File: src/rtl/shift_arb.sv
// Two-requester round-robin arbiter in front of a single 32-bit barrel shifter.
// The result register is a one-entry slot that can be refilled in the cycle it drains.
module shift_arb (
   input  logic        Clk,
   input  logic        Rst,
   input  logic        Req0_Valid,
   output logic        Req0_Ready,
   input  logic [31:0] Req0_X,
   input  logic [4:0]  Req0_Sa,
   input  logic        Req0_Arith,
   input  logic        Req0_Right,
   input  logic        Req1_Valid,
   output logic        Req1_Ready,
   input  logic [31:0] Req1_X,
   input  logic [4:0]  Req1_Sa,
   input  logic        Req1_Arith,
   input  logic        Req1_Right,
   output logic        Rsp_Valid,
   input  logic        Rsp_Ready,
   output logic [31:0] Rsp_Sh,
   output logic        Rsp_Id
);

   // Handshake: a transfer happens on a rising edge where Valid & Ready are both high.
   // Ready depends on Valid, never the other way round.
   typedef enum logic {EMPTY = 1'b0, FULL = 1'b1} state_t;

   state_t      state_q, state_d;
   logic        last_q;
   logic [31:0] sh_q;
   logic        id_q;

   logic        free;
   logic        grant0, grant1;
   logic        xfer;
   logic        sel;
   logic [31:0] op_x;
   logic [4:0]  op_sa;
   logic        op_arith, op_right;
   logic        fill;
   logic signed [32:0] ext;
   logic signed [32:0] right_res;
   logic [31:0] sh_res;

   // Slot is free when empty or when the held result leaves this cycle.
   assign free = !Rst && ((state_q == EMPTY) || Rsp_Ready);

   always_comb begin
      grant0 = 1'b0;
      grant1 = 1'b0;
      if (Req0_Valid && Req1_Valid) begin
         grant1 = (last_q == 1'b0);
         grant0 = (last_q == 1'b1);
      end else if (Req0_Valid) begin
         grant0 = 1'b1;
      end else if (Req1_Valid) begin
         grant1 = 1'b1;
      end
   end

   assign Req0_Ready = grant0 && free;
   assign Req1_Ready = grant1 && free;
   assign xfer       = Req0_Ready || Req1_Ready;
   assign sel        = grant1;

   assign op_x     = sel ? Req1_X     : Req0_X;
   assign op_sa    = sel ? Req1_Sa    : Req0_Sa;
   assign op_arith = sel ? Req1_Arith : Req0_Arith;
   assign op_right = sel ? Req1_Right : Req0_Right;

   // Single shared shifter; right shifts carry the fill bit in an extra MSB.
   assign fill      = op_x[31] && op_arith;
   assign ext       = $signed({fill, op_x});
   assign right_res = ext >>> op_sa;
   assign sh_res    = op_right ? right_res[31:0] : (op_x << op_sa);

   always_comb begin
      state_d = state_q;
      if (xfer) begin
         state_d = FULL;
      end else if ((state_q == FULL) && Rsp_Ready) begin
         state_d = EMPTY;
      end
   end

   always_ff @(posedge Clk) begin
      if (Rst) begin
         state_q <= EMPTY;
         sh_q    <= 32'h0;
         id_q    <= 1'b0;
         last_q  <= 1'b1;
      end else begin
         state_q <= state_d;
         if (xfer) begin
            sh_q   <= sh_res;
            id_q   <= sel;
            last_q <= sel;
         end
      end
   end

   assign Rsp_Valid = (state_q == FULL);
   assign Rsp_Sh    = sh_q;
   assign Rsp_Id    = id_q;

endmodule

File: config.mk
export PLATFORM = sky130hd
export DESIGN_NAME = shift_arb
export DESIGN_NICKNAME = d
export VERILOG_FILES = /design/src/rtl/shift_arb.sv
export SDC_FILE = /design/constraint.sdc
export NUM_CORES = 1
export LEC_CHECK = 0
export CORE_MARGIN = 2
export CORE_UTILIZATION = 55
export CTS_CLUSTER_SIZE = 8
export DETAILED_ROUTE_END_ITERATION = 10
export PLACE_DENSITY = 0.84
export SYNTH_ARGS = -nofsm -noshare
export SYNTH_HDL_FRONTEND = slang
export SYNTH_SLANG_ARGS = --single-unit
File: constraint.sdc
create_clock -name Clk -period 2.6 [get_ports Clk]
set_input_delay 0.39 -clock Clk [delete_from_list [all_inputs] [get_ports Clk]]
set_output_delay 0.39 -clock Clk [all_outputs]
set_load 0.01 [all_outputs]
==> results of run 1 <==
==> metal layers <==
layer	GRT overflow	track usage, %
met2	9	85.0
met3	0	54.8
met5	0	15.6
met1	0	67.6
met4	15	61.8
==> kinds of logic after synthesis <==
group	synth area share, %
compound gates	24.5
simple gates	16.9
flops	10.4
buf+inv	6.90
mux	41.3
==> per-stage QoR <==
stage | setup TNS [ns] | instances | hold WS, ns | util (%) | area, sq um
3_5_place_dp | -17.76 | 1289 | 0.454 | 79.8 | 9590
2_1_floorplan | 0 | 876 | 0.481 | - | 6750
4_1_cts | 0 | 1313 | 0.480 | 83.1 | 9980
3_3_place_gp | -13.61 | 1289 | 0.460 | 79.8 | 9590
==> what timing repair did <==
action / in CTS
endpoints found under the setup margin: 33
resized for setup: 30
gates cloned: 2
pin swaps: 2
buffers inserted: 14
==> results_tabular.tex, run 1 <==
\begin{tabular}{lr}
\hline
Metric & Value \\
\hline
\multicolumn{2}{l}{\textbf{Run status}} \\
Status & did not finish \\
Terminating stage of the flow & 5\_1\_grt \\
Stop err & [ERROR GRT-0116] Global routing finished with congestion. Check the congestion regions in the DRC Viewer. \\
\multicolumn{2}{l}{\textbf{Floorplanning}} \\
Std-Cell Rows & 40 \\
Die width & 115 um \\
Chip height & between 100 and 150 um \\
Number of top-level pins & approximately 120 \\
Initial Util & 56.2\% \\
\multicolumn{2}{l}{\textbf{GRT}} \\
All-Layer GR Usage & between 60\% and 70\% \\
Maximum number of pins on one net before global-route repair & 36 \\
Vias in the first global route & 11200 \\
Remaining Overflow, GRT & 24 \\
First-pass GRT wire length & 67.2 mm \\
\multicolumn{2}{l}{\textbf{Synth}} \\
Number of cells produced by synthesis & 876 \\
FFs w/ async S/R, synth & 0\% \\
Post-synthesis cell area & 6750 sq um \\
Most numerous cell types in the synthesized netlist & sky130\_fd\_sc\_hd\_\_mux2i\_1 (206), sky130\_fd\_sc\_hd\_\_nor2\_1 (76), sky130\_fd\_sc\_hd\_\_nand2\_1 (63) \\
Fraction of post-synthesis cell area in the top cell type by area & 30.6\% \\
Synthesized net count & 959 \\
Sequential share of the synthesized area & 10.4\% \\
Number of synthesized register bits & 35 \\
Dominant cells by area after synthesis & sky130\_fd\_sc\_hd\_\_mux2i\_1 (31\%), sky130\_fd\_sc\_hd\_\_dfxtp\_1 (10\%), sky130\_fd\_sc\_hd\_\_mux2\_2 (8.5\%) \\
Number of warning messages in the yosys log & 0 \\
Cell taking the most area after synthesis & sky130\_fd\_sc\_hd\_\_mux2i\_1 \\
Average footprint of a synthesized cell & 7.70 sq um \\
Post-synth EDFFs & 0 \\
Distinct cell type count after synthesis & 64 \\
Most used standard cell by instance count after synthesis & sky130\_fd\_sc\_hd\_\_mux2i\_1 \\
Predominant post-synthesis flop cell & sky130\_fd\_sc\_hd\_\_dfxtp\_1 \\
\multicolumn{2}{l}{\textbf{Clock tree}} \\
Clock root buffer master & sky130\_fd\_sc\_hd\_\_clkbuf\_16 \\
Sink Count & 35 \\
CTS HTree Levels & 2 \\
Buffer depth of the longest clock path & 2 \\
Hold-fix buffer count after cts & 0 \\
TritonCTS buffer count & 5 \\
\multicolumn{2}{l}{\textbf{Placement}} \\
DP HPWL & approximately 26 mm \\
GPL Wtd Cong & roughly 1.3 \\
Number of input and output port buffers inserted & 118 \\
Setup slack after placement & -0.676 ns \\
\hline
\end{tabular}
==> run 2, diff against run 1 <==
Settings changed: CORE_UTILIZATION 55 to 40, CTS_CLUSTER_SIZE 8 to unset, PLACE_DENSITY 0.84 to unset, PLACE_DENSITY_LB_ADDON set to 0.15.
==> run 2 against run 1 <==
Net effect:
- the run now ends clean
- synthesized area is the same
- synthesized cell count did not move
==> results_tabular.tex, run 2 <==
\begin{tabular}{lr}
\hline
Metric & Value \\
\hline
\multicolumn{2}{l}{\textbf{Run status}} \\
Status & completed \\
\multicolumn{2}{l}{\textbf{Final layout}} \\
Commonest non-fill, non-tap cell in the layout & sky130\_fd\_sc\_hd\_\_buf\_4 \\
Area growth from synthesis to layout & 59.1\% \\
Most frequent cells in the layout & sky130\_fd\_sc\_hd\_\_buf\_4 (290), sky130\_fd\_sc\_hd\_\_mux2i\_1 (189), sky130\_fd\_sc\_hd\_\_clkdlybuf4s50\_1 (111) \\
Fraction of layout cells with a size suffix above 1 & 35.2\% \\
Max reg flops & 32 \\
\# diodes & 0 \\
Finished Layout Cells & 1452 \\
Layout Nets & 1314 \\
\multicolumn{2}{l}{\textbf{STA}} \\
Worst hold margin & between 0.4 and 0.5 ns \\
Least-Margin Pin Slew & 0.560 ns \\
Skew final & about 0.0041 ns \\
Final hold viol count & 0 \\
Endpoints failing setup & 0 \\
Max-slew violation total from the final report & 0 \\
Min cycle time layout & 2.59 ns \\
Final setup slack of the worst path & between 0.01 and 0.015 ns \\
Relative slew slack & 62.4\% \\
Fmax & a little under 400 MHz \\
Unrepaired setup endpoints after global routing & yes \\
Final period util & 99.5\% \\
\multicolumn{2}{l}{\textbf{Clock tree}} \\
Buffer depth of the longest clock path & 2 \\
Hold-fix buffer count after cts & 0 \\
Clock root buffer master & sky130\_fd\_sc\_hd\_\_clkbuf\_16 \\
CTS HTree Levels & 2 \\
CTS clk-pin slew, worst paths & 0.06 ns \\
TritonCTS buffer count & 5 \\
Worst-skew pair later-pin latency & between 0.2 and 0.3 ns \\
Clock tree from TritonCTS & done \\
Sink Count & 35 \\
\multicolumn{2}{l}{\textbf{Synth}} \\
Dominant cells by area after synthesis & sky130\_fd\_sc\_hd\_\_mux2i\_1 (31\%), sky130\_fd\_sc\_hd\_\_dfxtp\_1 (10\%), sky130\_fd\_sc\_hd\_\_mux2\_2 (8.5\%) \\
Number of cells produced by synthesis & around 900 \\
Average footprint of a synthesized cell & 7.70 sq um \\
Most used standard cell by instance count after synthesis & sky130\_fd\_sc\_hd\_\_mux2i\_1 \\
Fraction of post-synthesis cell area in the top cell type by area & 30.6\% \\
Synthesized net count & 959 \\
Post-synth EDFFs & 0 \\
Distinct cell type count after synthesis & 64 \\
Most numerous cell types in the synthesized netlist & sky130\_fd\_sc\_hd\_\_mux2i\_1 (206), sky130\_fd\_sc\_hd\_\_nor2\_1 (76), sky130\_fd\_sc\_hd\_\_nand2\_1 (63) \\
Cell taking the most area after synthesis & sky130\_fd\_sc\_hd\_\_mux2i\_1 \\
Post-synthesis cell area & between 6000 and 7000 sq um \\
Predominant post-synthesis flop cell & sky130\_fd\_sc\_hd\_\_dfxtp\_1 \\
FFs w/ async S/R, synth & 0\% \\
Sequential share of the synthesized area & 10.4\% \\
Number of synthesized register bits & 35 \\
Number of warning messages in the yosys log & 0 \\
\multicolumn{2}{l}{\textbf{Worst setup path}} \\
Endpoint class of the critical path & flip-flop \\
Cell seen most often among critical-path stages & sky130\_fd\_sc\_hd\_\_mux2\_2 \\
Reg-to-reg critical path endpoint & Rsp\_Sh[30] \\
Worst path slowest cell & sky130\_fd\_sc\_hd\_\_dfxtp\_4 \\
Largest stage delay on the critical path & 0.38 ns \\
Signal arrival time at the worst endpoint & 2.78 ns \\
Worst-path cell chain & a21boi\_4 > buf\_12 > buf\_6 > mux2\_2 > mux2\_2 > mux2i\_2 > buf\_4 > a221oi\_1 > a311oi\_1 \\
Critical path type & reg2reg \\
Buf+Inv Stages, Crit Path & 3 \\
Launching element type of the critical path & flip-flop \\
R2R Setup Slk & 0.01 ns \\
Maximum fanout encountered on the critical timing path & 13 \\
R2R cell count & 9 \\
Critical path required time & 2.79 ns \\
R2R Path Start & last\_q \\
Crit path max-delay family & multiplexers \\
\multicolumn{2}{l}{\textbf{Floorplanning}} \\
Initial Util & 40.8\% \\
Core Area & 16500 sq um \\
Number of top-level pins & around 120 \\
Die Outline Area & roughly 18000 sq um \\
Chip height & 134 um \\
Die width & around 130 um \\
Std-Cell Rows & 47 \\
\multicolumn{2}{l}{\textbf{Pwr}} \\
Power density cells & 382 nW/um\^{}2 \\
Portion of total power attributed to combinational logic & 69.7\% \\
Cell leakage power & 0.00478 uW \\
Maximum resistive drop on vdd & 0.266 mV \\
Switching power share of the total & 43.2\% \\
Power spent charging and discharging nets & 1770 uW \\
Overall power after layout & slightly above 4000 uW \\
Share of total power in sequential cells & 15.6\% \\
P\_int & 2330 uW \\
Clock Power Share & 14.7\% \\
\multicolumn{2}{l}{\textbf{Detailed routing}} \\
Routed wire length & around 35 mm \\
Iteration-0 DRC Markers & 1221 \\
Average detailed-routed wire length per instance & around 24 um \\
Vias per std cell & 6.20 \\
Via Count & 8996 \\
First drt pass iteration count & 7 \\
DRC errors left & 0 \\
Post-detailed-route count of antenna-violating nets & 0 \\
\multicolumn{2}{l}{\textbf{Placement}} \\
GPL Wtd Cong & 1.01 \\
Number of input and output port buffers inserted & 118 \\
DP HPWL & 28.1 mm \\
Setup slack after placement & -0.788 ns \\
Cell count after placement & between 1000 and 1500 \\
\multicolumn{2}{l}{\textbf{GRT}} \\
Vias in the first global route & 8584 \\
Maximum number of pins on one net before global-route repair & between 40 and 50 \\
Number of antenna violations at the first check in global routing & 0 \\
Remaining Overflow, GRT & 0 \\
First-pass GRT wire length & 52.4 mm \\
All-Layer GR Usage & 38.1\% \\
\multicolumn{2}{l}{\textbf{Worst hold path}} \\
Worst hold path class & reg2reg \\
Hold Path Cell Cnt & 1 \\
Worst hold endpoint & Rsp\_Sh[7] \\
Origin of the worst min-delay path & Rsp\_Sh[7] \\
\multicolumn{2}{l}{\textbf{Job}} \\
Max-capacitance violation count & 0 \\
\hline
\end{tabular}
## run 2: cell counts after synthesis
No cell type changed its count.
## run 2: logic make-up after synthesis
kind of cell | share of synthesized area [%]
DFF | 10.4
buffers and inverters | 6.90
and+or+nand+nor | 16.9
muxes | 41.3
AOI/OAI and AO/OA | 24.5
## run 2: layer usage
layer,GRT usage (%),vias to the layer above,wire length [um]
met5,0,-,0
met4,8.92,0,792
met3,5.56,62,3000
met2,62.8,471,16200
met1,52.3,4367,15200
li1,-,4096,-
## run 2: through the flow
step,utilization [%],instance area (sq um),TNS (ns)
final,65.0,10700,0
after floorplan,-,6750,0
after global routing,65.0,10700,-0.0477
after global placement,62.3,10300,-16.62
after CTS,63.9,10600,-0.00861
after detailed placement,62.3,10300,-17.09
## run 2: power by group through the flow
| stage | Clock [uW] | Sequential [uW] | Combinational [uW] |
|---|---|---|---|
| floorplan | 0 | 666 | 1190 |
| CTS | 605 | 638 | 2720 |
| finish | 604 | 638 | 2860 |
| detailed placement | 0 | 648 | 2660 |
| global route | 625 | 642 | 2980 |
| global placement | 0 | 646 | 2660 |
## run 2: layout make-up
| class | instances | area (sq um) |
|---|---|---|
| clock buffers | 7 | 133 |
| fillers | 1502 | 5790 |
| clock inverters | 1 | 5.00 |
| well taps | 220 | 275 |
| inverters | 3 | 11.3 |
| multi-input cells | 754 | 5850 |
| repair buffers | 432 | 3760 |
| flip-flops and latches | 35 | 704 |
## run 2: how the worst max path moves through the flow
stage | depth (start not counted) | to | start
finish | 9 | Rsp_Sh[30] | last_q
global route | 10 | Rsp_Sh[25] | last_q
CTS | 9 | Rsp_Sh[12] | Req1_Sa[0]
detailed placement | 10 | Rsp_Sh[20] | Req0_Valid
global placement | 11 | Rsp_Sh[20] | Req1_Valid
floorplan | 8 | Rsp_Sh[17] | Req1_Valid
## run 2: what timing repair did
| item | 4_1_cts | 5_1_grt |
|---|---|---|
| pin swaps | 2 | 8 |
| hold endpoints to repair | 0 | 0 |
| gates cloned | 1 | 1 |
| setup endpoints to repair | 33 | 26 |
| gates resized for setup | 36 | 39 |
| buffers inserted | 1 | 5 |
(Power assumes the default switching activity.)
==> run 3, diff against run 2 <==
--- a/config.mk
+++ b/config.mk
@@ -6,7 +6,8 @@
 export NUM_CORES = 1
 export LEC_CHECK = 0
-export CORE_MARGIN = 2
+export CORE_MARGIN = 8
 export CORE_UTILIZATION = 40
 export DETAILED_ROUTE_END_ITERATION = 10
+export GPL_ROUTABILITY_DRIVEN = 0
 export PLACE_DENSITY_LB_ADDON = 0.15
 export SYNTH_ARGS = -nofsm -noshare
==> constraint.sdc (replaced) <==
create_clock -name Clk -period 2.6 [get_ports Clk]
set_input_delay 0.39 -clock Clk [delete_from_list [all_inputs] [get_ports Clk]]
set_output_delay 0.39 -clock Clk [all_outputs]
set_load 0.02 [all_outputs]
==> run 3 against run 2 <==
Net effect:
- final cell count decreased by 2.1%
- largest cell class unchanged
- sequential power about the same
- setup slack improved by 0.016 ns
- flip-flop and latch count unchanged
- clock skew increased by 0.0033 ns
- worst hold slack improved by 0.0010 ns
- highest routed layer unchanged
- power decreased by 0.98%
- critical path depth increased by 1
- core utilization decreased by 1.3 points
- count of clock-buffer cells in the layout increased by 1
- register-to-register slack improved by 0.05 ns
- die area increased by 19%
==> results_tabular.tex, run 3 (synthesis results as in run 2) <==
\begin{tabular}{lr}
\hline
Metric & Value \\
\hline
\multicolumn{2}{l}{\textbf{Run status}} \\
Status & completed \\
\multicolumn{2}{l}{\textbf{GRT}} \\
First-pass GRT wire length & 49.9 mm \\
Maximum number of pins on one net before global-route repair & 33 \\
Number of antenna violations at the first check in global routing & 0 \\
Vias in the first global route & 8769 \\
Remaining Overflow, GRT & 0 \\
All-Layer GR Usage & between 20\% and 30\% \\
\multicolumn{2}{l}{\textbf{Floorplanning}} \\
Die Outline Area & $\sim$21000 sq um \\
Chip height & around 150 um \\
Die width & roughly 150 um \\
Initial Util & 40.8\% \\
Number of top-level pins & 119 \\
Std-Cell Rows & 47 \\
Core Area & 16500 sq um \\
\multicolumn{2}{l}{\textbf{Final layout}} \\
Count of filler cells inserted in the layout & approximately 1500 \\
\# diodes & 0 \\
Post-Layout Inst Area & between 10000 and 15000 sq um \\
Commonest non-fill, non-tap cell in the layout & sky130\_fd\_sc\_hd\_\_buf\_4 \\
Most frequent cells in the layout & sky130\_fd\_sc\_hd\_\_buf\_4 (266), sky130\_fd\_sc\_hd\_\_mux2i\_1 (193), sky130\_fd\_sc\_hd\_\_clkdlybuf4s50\_1 (110) \\
Area of the multi-input gates & between 5000 and 6000 sq um \\
Max reg flops & 32 \\
Storage cell area & between 700 and 800 sq um \\
Area growth from synthesis to layout & 56.0\% \\
Fraction of layout cells with a size suffix above 1 & 33.5\% \\
Layout Nets & 1284 \\
\multicolumn{2}{l}{\textbf{Clock tree}} \\
CTS clk-pin slew, worst paths & 0.05 ns \\
Clock tree from TritonCTS & done \\
CTS HTree Levels & 2 \\
Worst-skew pair later-pin latency & 0.29 ns \\
Clock root buffer master & sky130\_fd\_sc\_hd\_\_clkbuf\_16 \\
TritonCTS buffer count & 5 \\
Sink Count & 35 \\
Hold-fix buffer count after cts & 0 \\
Buffer depth of the longest clock path & 2 \\
\multicolumn{2}{l}{\textbf{Placement}} \\
DP HPWL & 26.1 mm \\
Area after detailed placement & between 10000 and 15000 sq um \\
Setup slack after placement & -0.710 ns \\
Number of input and output port buffers inserted & 118 \\
\multicolumn{2}{l}{\textbf{Detailed routing}} \\
Iteration-0 DRC Markers & 1130 \\
Vias per std cell & 6.29 \\
First drt pass iteration count & 6 \\
Average detailed-routed wire length per instance & between 20 and 25 um \\
DRC errors left & 0 \\
Via Count & between 8000 and 9000 \\
Routed wire length & between 30 and 40 mm \\
Post-detailed-route count of antenna-violating nets & 0 \\
\multicolumn{2}{l}{\textbf{Pwr}} \\
Power density cells & 386 nW/um\^{}2 \\
Cell leakage power & 0.00466 uW \\
Maximum resistive drop on vdd & 0.316 mV \\
\multicolumn{2}{l}{\textbf{STA}} \\
Endpoints failing setup & 0 \\
Final hold viol count & 0 \\
Final period util & 98.9\% \\
Worst hold margin & 0.469 ns \\
Unrepaired setup endpoints after global routing & yes \\
Skew final & 0.00738 ns \\
Relative slew slack & 59.5\% \\
Final setup slack of the worst path & about 0.028 ns \\
Least-Margin Pin Slew & 0.591 ns \\
Max-slew violation total from the final report & 0 \\
Fmax & about 390 MHz \\
Min cycle time layout & around 2.6 ns \\
\multicolumn{2}{l}{\textbf{Worst setup path}} \\
Launching element type of the critical path & input pin \\
Endpoint class of the critical path & flip-flop \\
Critical path type & in2reg \\
Critical path required time & 2.78 ns \\
Signal arrival time at the worst endpoint & 2.76 ns \\
Maximum fanout encountered on the critical timing path & 23 \\
\multicolumn{2}{l}{\textbf{Worst hold path}} \\
Worst hold path class & reg2reg \\
\multicolumn{2}{l}{\textbf{Job}} \\
Max-capacitance violation count & 0 \\
\hline
\end{tabular}
==> run 3: routing by layer <==
| layer | track usage [%] | up-vias | routed length (um) |
|---|---|---|---|
| met5 | 0 | - | 0 |
| met4 | 12.0 | 0 | 1550 |
| met3 | 6.59 | 142 | 3240 |
| met2 | 48.2 | 577 | 14900 |
| met1 | 35.9 | 4198 | 13000 |
| li1 | - | 4034 | - |
==> run 3: cell type report <==
class / count / share of cell area (%)
clock buffer: 8 / 1.49
inverter: 3 / 0.107
multi-input combinational: 754 / 55.8
sequential: 35 / 6.67
tap: 220 / 2.62
timing repair buffer: 402 / 33.3
==> run 3: worst paths after layout <==
| kind | from | to | slack [ns] | depth (start not counted) |
|---|---|---|---|---|
| min | Rsp_Sh[7] | Rsp_Sh[7] | 0.47 | 1 |
| max reg2reg | last_q | Rsp_Sh[13] | 0.06 | 9 |
| max | Req1_Valid | Rsp_Sh[13] | 0.03 | 10 |
| min reg2reg | Rsp_Sh[7] | Rsp_Sh[7] | 0.47 | 1 |
==> run 3: worst max-delay path, stage by stage <==
cell                            delay (ns)
sky130_fd_sc_hd__dlygate4sd2_1        0.26
sky130_fd_sc_hd__a21bo_4              0.29
sky130_fd_sc_hd__buf_12               0.20
sky130_fd_sc_hd__buf_4                0.20
sky130_fd_sc_hd__mux2_2               0.39
sky130_fd_sc_hd__mux2_2               0.30
sky130_fd_sc_hd__nand2b_1             0.16
sky130_fd_sc_hd__o21ai_0              0.14
sky130_fd_sc_hd__a31oi_1              0.13
sky130_fd_sc_hd__a211oi_1             0.27
==> run 3: metrics by stage <==
step | util, % | cells | power [uW] | TNS, ns
2_1_floorplan | - | 876 | 1900 | 0
3_3_place_gp | 60.6 | 1406 | 3200 | -13.75
6_report | 63.7 | 1422 | 4060 | 0
5_1_grt | 63.7 | 1422 | 4220 | -0.145
3_5_place_dp | 60.6 | 1406 | 3210 | -14.22
4_1_cts | 62.7 | 1422 | 3920 | 0
==> run 3: power breakdown <==
group	internal (uW)	switching, uW
registers	599	37.9
clock network	408	233
logic	1320	1460
total	2330	1730
==> run 3: timing repair <==
action,4_1_cts,5_1_grt
pin swaps,4,2
gates resized for setup,26,45
buffers inserted,4,0
setup endpoints to repair,33,32
gates cloned,4,0
